--- src/rtl/npu_job_scheduler_pkg.sv ---
// Shared definitions for the NPU job scheduler: operand layout, widths and FSM states.
`timescale 1ns/1ps
package npu_job_scheduler_pkg;

    // Operand bundle layout {BIAS,DD,DC,DB,DA}, one byte per field
    localparam int OPS_W    = 40;
    localparam int SSFR_W   = 16;
    localparam int DOUT_W   = 8;
    localparam int FIELD_W  = 8;
    localparam int DA_OFF   = 0;
    localparam int DB_OFF   = 8;
    localparam int DC_OFF   = 16;
    localparam int DD_OFF   = 24;
    localparam int BIAS_OFF = 32;

    typedef enum logic [1:0] {
        ST_IDLE  = 2'd0,
        ST_ISSUE = 2'd1,
        ST_WAIT  = 2'd2,
        ST_RESP  = 2'd3
    } sched_state_t;

    // Extract one byte-wide operand field from a packed operand bundle
    function automatic logic [FIELD_W-1:0] ops_field(input logic [OPS_W-1:0] ops, input int off);
        return ops[off +: FIELD_W];
    endfunction

endpackage

--- src/rtl/npu_job_scheduler_arbiter.sv ---
// Combinational round-robin arbiter: first requester at or after ptr+1 (with wrap) wins.
`timescale 1ns/1ps
module npu_rr_arbiter #(
    parameter int NREQ  = 2,
    parameter int IDX_W = 1
) (
    input  logic [NREQ-1:0]  req,
    input  logic [IDX_W-1:0] ptr,
    input  logic             en,
    output logic [NREQ-1:0]  grant,
    output logic [IDX_W-1:0] index
);

    // One extra bit so ptr+offset never overflows before the modulo fold
    localparam int SUM_W = IDX_W + 1;
    localparam logic [SUM_W-1:0] NREQ_S = SUM_W'(NREQ);

    logic [SUM_W-1:0] sum;
    logic [IDX_W-1:0] cand;
    logic             found;

    // Walk offsets 1..NREQ from the last winner; the first valid requester takes the grant
    always_comb begin
        grant = '0;
        index = '0;
        found = 1'b0;
        sum   = '0;
        cand  = '0;
        for (int k = 1; k <= NREQ; k++) begin
            sum = {1'b0, ptr} + SUM_W'(k);
            if (sum >= NREQ_S) begin
                sum = sum - NREQ_S;
            end
            cand = sum[IDX_W-1:0];
            if (en && !found && req[cand]) begin
                grant[cand] = 1'b1;
                index       = cand;
                found       = 1'b1;
            end
        end
    end

endmodule

--- src/rtl/npu_job_scheduler.sv ---
// Round-robin job scheduler sharing one NPU datapath between NREQ requesters.
// One job at a time: accept, pulse START, wait for DONE under a watchdog, return the result.
`timescale 1ns/1ps
module npu_job_scheduler
    import npu_job_scheduler_pkg::*;
#(
    parameter int NREQ    = 2,
    parameter int TIMEOUT = 64,
    parameter int ID_W    = 1
) (
    input  logic                     CLKEXT,
    input  logic                     RST_GLO,
    input  logic [NREQ-1:0]          REQ_VALID,
    output logic [NREQ-1:0]          REQ_READY,
    input  logic [NREQ*OPS_W-1:0]    REQ_OPS,
    input  logic [NREQ*SSFR_W-1:0]   REQ_SSFR,
    output logic                     NPU_START,
    output logic [OPS_W-1:0]         NPU_OPS,
    output logic [SSFR_W-1:0]        NPU_SSFR,
    input  logic                     NPU_DONE,
    input  logic [DOUT_W-1:0]        NPU_DOUT,
    input  logic                     NPU_FIFO_FULL,
    output logic                     RSP_VALID,
    input  logic                     RSP_READY,
    output logic [ID_W-1:0]          RSP_ID,
    output logic [DOUT_W-1:0]        RSP_DATA,
    output logic                     RSP_ERR,
    output logic                     SCHED_BUSY
);

    // Watchdog only needs to reach TIMEOUT-1, so it never wraps
    localparam int WD_W = $clog2(TIMEOUT);
    localparam logic [WD_W-1:0] WD_LAST = WD_W'(TIMEOUT - 1);

    sched_state_t        state_reg;
    logic [ID_W-1:0]     rr_ptr_reg;
    logic [ID_W-1:0]     gid_reg;
    logic [OPS_W-1:0]    ops_reg;
    logic [SSFR_W-1:0]   ssfr_reg;
    logic [WD_W-1:0]     wd_reg;
    logic                npu_start_reg;
    logic                rsp_valid_reg;
    logic [DOUT_W-1:0]   rsp_data_reg;
    logic                rsp_err_reg;

    logic [OPS_W-1:0]    req_ops_arr  [NREQ];
    logic [SSFR_W-1:0]   req_ssfr_arr [NREQ];
    logic [NREQ-1:0]     arb_grant;
    logic [ID_W-1:0]     arb_index;
    logic                arb_en;
    logic                accept;

    // Split the flat request buses into per-requester slices
    genvar gi;
    generate
        for (gi = 0; gi < NREQ; gi++) begin : g_unpack
            assign req_ops_arr[gi]  = REQ_OPS[OPS_W*gi +: OPS_W];
            assign req_ssfr_arr[gi] = REQ_SSFR[SSFR_W*gi +: SSFR_W];
        end
    endgenerate

    // Arbitration is only live in IDLE with room downstream; reset also masks the grant
    assign arb_en = RST_GLO && (state_reg == ST_IDLE) && !NPU_FIFO_FULL;

    npu_rr_arbiter #(
        .NREQ  (NREQ),
        .IDX_W (ID_W)
    ) u_arb (
        .req   (REQ_VALID),
        .ptr   (rr_ptr_reg),
        .en    (arb_en),
        .grant (arb_grant),
        .index (arb_index)
    );

    assign accept     = |arb_grant;
    assign REQ_READY  = arb_grant;
    assign NPU_START  = npu_start_reg;
    assign NPU_OPS    = ops_reg;
    assign NPU_SSFR   = ssfr_reg;
    assign RSP_VALID  = rsp_valid_reg;
    assign RSP_ID     = gid_reg;
    assign RSP_DATA   = rsp_data_reg;
    assign RSP_ERR    = rsp_err_reg;
    assign SCHED_BUSY = (state_reg != ST_IDLE);

    // Job FSM: accept -> start pulse -> wait/watchdog -> hold response until taken
    always_ff @(posedge CLKEXT or negedge RST_GLO) begin
        if (!RST_GLO) begin
            state_reg     <= ST_IDLE;
            rr_ptr_reg    <= ID_W'(NREQ - 1);
            gid_reg       <= '0;
            ops_reg       <= '0;
            ssfr_reg      <= '0;
            wd_reg        <= '0;
            npu_start_reg <= 1'b0;
            rsp_valid_reg <= 1'b0;
            rsp_data_reg  <= '0;
            rsp_err_reg   <= 1'b0;
        end else begin
            case (state_reg)
                ST_IDLE: begin
                    if (accept) begin
                        ops_reg       <= req_ops_arr[arb_index];
                        ssfr_reg      <= req_ssfr_arr[arb_index];
                        gid_reg       <= arb_index;
                        npu_start_reg <= 1'b1;
                        state_reg     <= ST_ISSUE;
                    end
                end
                ST_ISSUE: begin
                    npu_start_reg <= 1'b0;
                    wd_reg        <= '0;
                    state_reg     <= ST_WAIT;
                end
                ST_WAIT: begin
                    // DONE takes priority over an expiring watchdog in the same cycle
                    if (NPU_DONE) begin
                        rsp_data_reg  <= NPU_DOUT;
                        rsp_err_reg   <= 1'b0;
                        rsp_valid_reg <= 1'b1;
                        state_reg     <= ST_RESP;
                    end else if (wd_reg == WD_LAST) begin
                        rsp_data_reg  <= '0;
                        rsp_err_reg   <= 1'b1;
                        rsp_valid_reg <= 1'b1;
                        state_reg     <= ST_RESP;
                    end else begin
                        wd_reg <= wd_reg + 1'b1;
                    end
                end
                ST_RESP: begin
                    if (RSP_READY) begin
                        rsp_valid_reg <= 1'b0;
                        rr_ptr_reg    <= gid_reg;
                        state_reg     <= ST_IDLE;
                    end
                end
                default: begin
                    state_reg <= ST_IDLE;
                end
            endcase
        end
    end

endmodule

--- config.mk ---
export PLATFORM = sky130hd
export DESIGN_NAME = npu_job_scheduler
export DESIGN_NICKNAME = d
export VERILOG_FILES = /design/src/rtl/npu_job_scheduler_pkg.sv /design/src/rtl/npu_job_scheduler_arbiter.sv /design/src/rtl/npu_job_scheduler.sv
export SDC_FILE = /design/constraint.sdc
export NUM_CORES = 1
export LEC_CHECK = 0
export BUFFER_PORTS_ARGS = -buffer_cell sky130_fd_sc_hd__buf_4
export CAP_MARGIN = 10
export CELL_PAD_IN_SITES_DETAIL_PLACEMENT = 1
export CELL_PAD_IN_SITES_GLOBAL_PLACEMENT = 1
export CORE_MARGIN = 4
export CORE_UTILIZATION = 25
export DETAILED_ROUTE_END_ITERATION = 7
export HOLD_SLACK_MARGIN = 0.05
export PLACE_DENSITY_LB_ADDON = 0.05
export SYNTH_ARGS = -nofsm -noshare
export SYNTH_HDL_FRONTEND = slang
export SYNTH_SLANG_ARGS = --single-unit
--- constraint.sdc ---
create_clock -name CLKEXT -period 2.2 [get_ports CLKEXT]
set_input_delay 0.55 -clock CLKEXT [delete_from_list [all_inputs] [get_ports CLKEXT]]
set_output_delay 0.55 -clock CLKEXT [all_outputs]
set_load 0.05 [all_outputs]
==> impl_results.md <==
- Pwr per Cell Area: 1540 nW/um2
- Share of layout cells above drive strength 1: 0.437
- Clock transition at the registers of the reported paths: 0.06 ns
- Syn nets: 477
- Die area: 16500 um2
- RR Startpoint: state_reg[0]
- Drt total wl: 11800 um
- Hpwl dp: 9240 um
- Chip width: 128 um
- Clock Skew: 0.00464 ns
- Antenna violations before repair: 0
- Avg WL per Cell: 16.1 um
- Final Critical Period: 2.12 ns
- Crit end category: output pin
- Startpoint Class: flop
- RSZ-0062 raised after global routing: false
- Final setup fails: 0
- Site Rows: 43
- FF-to-FF End: state_reg[1]
- Final hold violation count: 0
- RePlAce Congestion: 0.739
- Tot GR Track Use: 0.145
- Sinks on Clock Net: 77
- # IOs: 198
- Largest net degree at the start of global routing: 64
- Drt drc: 0
- Starting Density: 0.258
- Register bit count reported by yosys: 77
- Clock root buffer: clkbuf_16
- Vias in the first global route: 3588
- DR iter-0 viols: 93
- Area Growth Syn to Fin: 58.1%
- Via count: 3269
- Peak supply drop: 0.473 mV
- Ratio of final minimum period to clock period: 0.964
- Post-layout total power: 0.00882 W
- Fin. max-slew vios: 0
- Crit-path max FO: 5
- Fill count: 1582
- Die height: 128 um
- P_leak: 3.18 nW
- Slew @ Worst Pin: 0.656 ns
- CTS tree: yes
- Grt ovf: 0
- First-pass GRT wire length: 18700 um
- Peak Freq: 472 MHz
- I/O Buffers: 197
- Setup TNS: 0 ns
- H-Tree Depth: 3
- R2R setup slack: 0.22 ns
- Design area: 5720 um2
- Core area: 14000 um2
- Worst-Skew Late Latency: 0.33 ns
- Clock buffer depth: 2
- CP required: 1.65 ns
- Synth Instances: 344
- Relative slew margins: 0.563
- Antenna viol nets, final: 0
- Vias per cell: 4.45
- Worst path arrival time: 1.57 ns
- Status: completed
- Max-cap violations: 0
- Cell Area, Synth: 3620 um2
- Type of the most critical hold path: primary input to async pin
- Number of cells on the worst reg-to-reg path: 7
- Syn avg cell area: 10.5 um2
- NumNets Final: 683
- Synth cell types: 40
- Ys Warns: 0
- Clock buffer count from CTS: 9
- Max reg flops: 40
- Antenna Cells: 0
- Pre-antenna DRT Iters: 4
- Area after DPL: 5350 um2
- Sequential share of the synthesized area: 0.533
- CP Class: flop to output pin
## worst max-delay path, cell delays in order (launching register included)
cell	delay [ns]
dfrtp_1	0.39
inv_2	0.10
ha_4	0.16
and3b_2	0.24
and3_4	0.20
buf_6	0.15
## per-layer routing
layer	track usage	share of wire	up-vias
met5	0	0	-
met4	0.0562	0.017	0
met3	0.0598	0.099	13
met2	0.240	0.49	119
met1	0.169	0.40	1527
li1	-	-	1610
## kinds of logic after synthesis
logic type | count (synthesis) | synth area share
DFF | 77 | 0.533
and+or+nand+nor | 91 | 0.108
adders and majority gates | 6 | 0.0207
buffers and inverters | 28 | 0.0346
AOI/OAI and AO/OA | 82 | 0.138
xor gates and xnor gates | 1 | 0.00242
muxes | 59 | 0.164
## stage by stage
stage	worst slack, ns	cells	hold slack, ns	utilization
2_1_floorplan	0.00899	344	0.254	-
3_3_place_gp	0.128	712	0.464	0.381
3_5_place_dp	0.0318	712	0.471	0.381
4_1_cts	0.0321	730	0.258	0.405
5_1_grt	0.00969	734	0.280	0.408
6_report	0.0803	734	0.241	0.408
## timing repair
| action | in CTS | in global routing |
|---|---|---|
| hold buffers | 0 | 0 |
| endpoints found under the setup margin | 2 | 2 |
| setup buffers | 3 | 4 |
| pin swaps | 1 | 2 |
| gates resized for setup | 7 | 2 |
## synth_stat cells
| cell type | number | area [um2] |
|---|---|---|
| a31oi_4 | 1 | 21.3 |
| o211ai_1 | 1 | 7.51 |
| o21ai_0 | 55 | 275 |
| a31o_2 | 1 | 8.76 |
| o221ai_1 | 1 | 8.76 |
| nor2b_1 | 1 | 6.26 |
| o21ai_1 | 1 | 5.00 |
| xnor2_1 | 1 | 8.76 |
| nand4_1 | 1 | 6.26 |
| nor2_1 | 6 | 22.5 |
| mux2_2 | 1 | 11.3 |
| nor3b_1 | 2 | 15.0 |
| and3_4 | 1 | 11.3 |
| dfstp_2 | 1 | 26.3 |
| inv_1 | 7 | 26.3 |
| a31oi_1 | 2 | 12.5 |
| nor3_1 | 2 | 10.0 |
| a222oi_1 | 1 | 10.0 |
| dfrtp_1 | 76 | 1900 |
| mux2_1 | 1 | 11.3 |
| nand2_1 | 68 | 255 |
| and3b_1 | 1 | 8.76 |
| buf_1 | 1 | 3.75 |
| and2_1 | 1 | 6.26 |
| nand3b_1 | 1 | 7.51 |
| o21ai_2 | 1 | 8.76 |
| mux2i_1 | 57 | 571 |
| clkbuf_1 | 10 | 37.5 |
| o21a_1 | 1 | 7.51 |
| nand2b_1 | 1 | 6.26 |
| and3_1 | 1 | 6.26 |
| nand3_1 | 4 | 20.0 |
| nand3_2 | 1 | 10.0 |
| o32a_2 | 1 | 11.3 |
| buf_4 | 3 | 22.5 |
| a22o_1 | 10 | 87.6 |
| ha_1 | 6 | 75.1 |
| o311ai_0 | 1 | 8.76 |
| buf_2 | 7 | 35.0 |
| a21oi_1 | 5 | 25.0 |
## where the power goes
| part | internal, W | switching, W |
|---|---|---|
| clock network | 0.000936 | 0.000546 |
| registers | 0.00209 | 0.000389 |
| logic | 0.00152 | 0.00334 |
| total | 0.00455 | 0.00427 |
## worst max path at each step
stage | slack (ns) | endpoint | cells past startpoint | from
after floorplan | 0.009 | REQ_READY[1] | 7 | state_reg[0]
after global placement | 0.13 | REQ_READY[1] | 6 | state_reg[0]
after detailed placement | 0.03 | state_reg[1] | 6 | state_reg[1]
after CTS | 0.03 | REQ_READY[1] | 6 | state_reg[0]
after global routing | 0.01 | REQ_READY[0] | 5 | state_reg[0]
final | 0.08 | REQ_READY[0] | 5 | state_reg[0]
## layout make-up
cell class	count	area [um2]	area share
flip-flops and latches	77	1930	0.337
repair buffers	216	1650	0.287
multi-input cells	239	1600	0.280
clock buffers	14	264	0.0461
well taps	180	225	0.0394
clock inverters	1	30.0	0.00525
inverters	7	30.0	0.00525
## placed cells by master (no fill, tap or decap), types with 2 or more instances in the layout
cell type  count
a31oi_1        2
nand2_1       68
clkbuf_8       2
buf_4        213
o21ai_0       55
clkbuf_1       3
ha_1           5
nor2_1         6
and3_4         2
inv_1          4
dfrtp_1       76
nor3_1         2
inv_2          2
nand3_1        4
a22o_1        10
clkbuf_16      9
mux2i_1       57
a21oi_1        5
nor3b_1        2
Power figures use the tool's default switching activity.
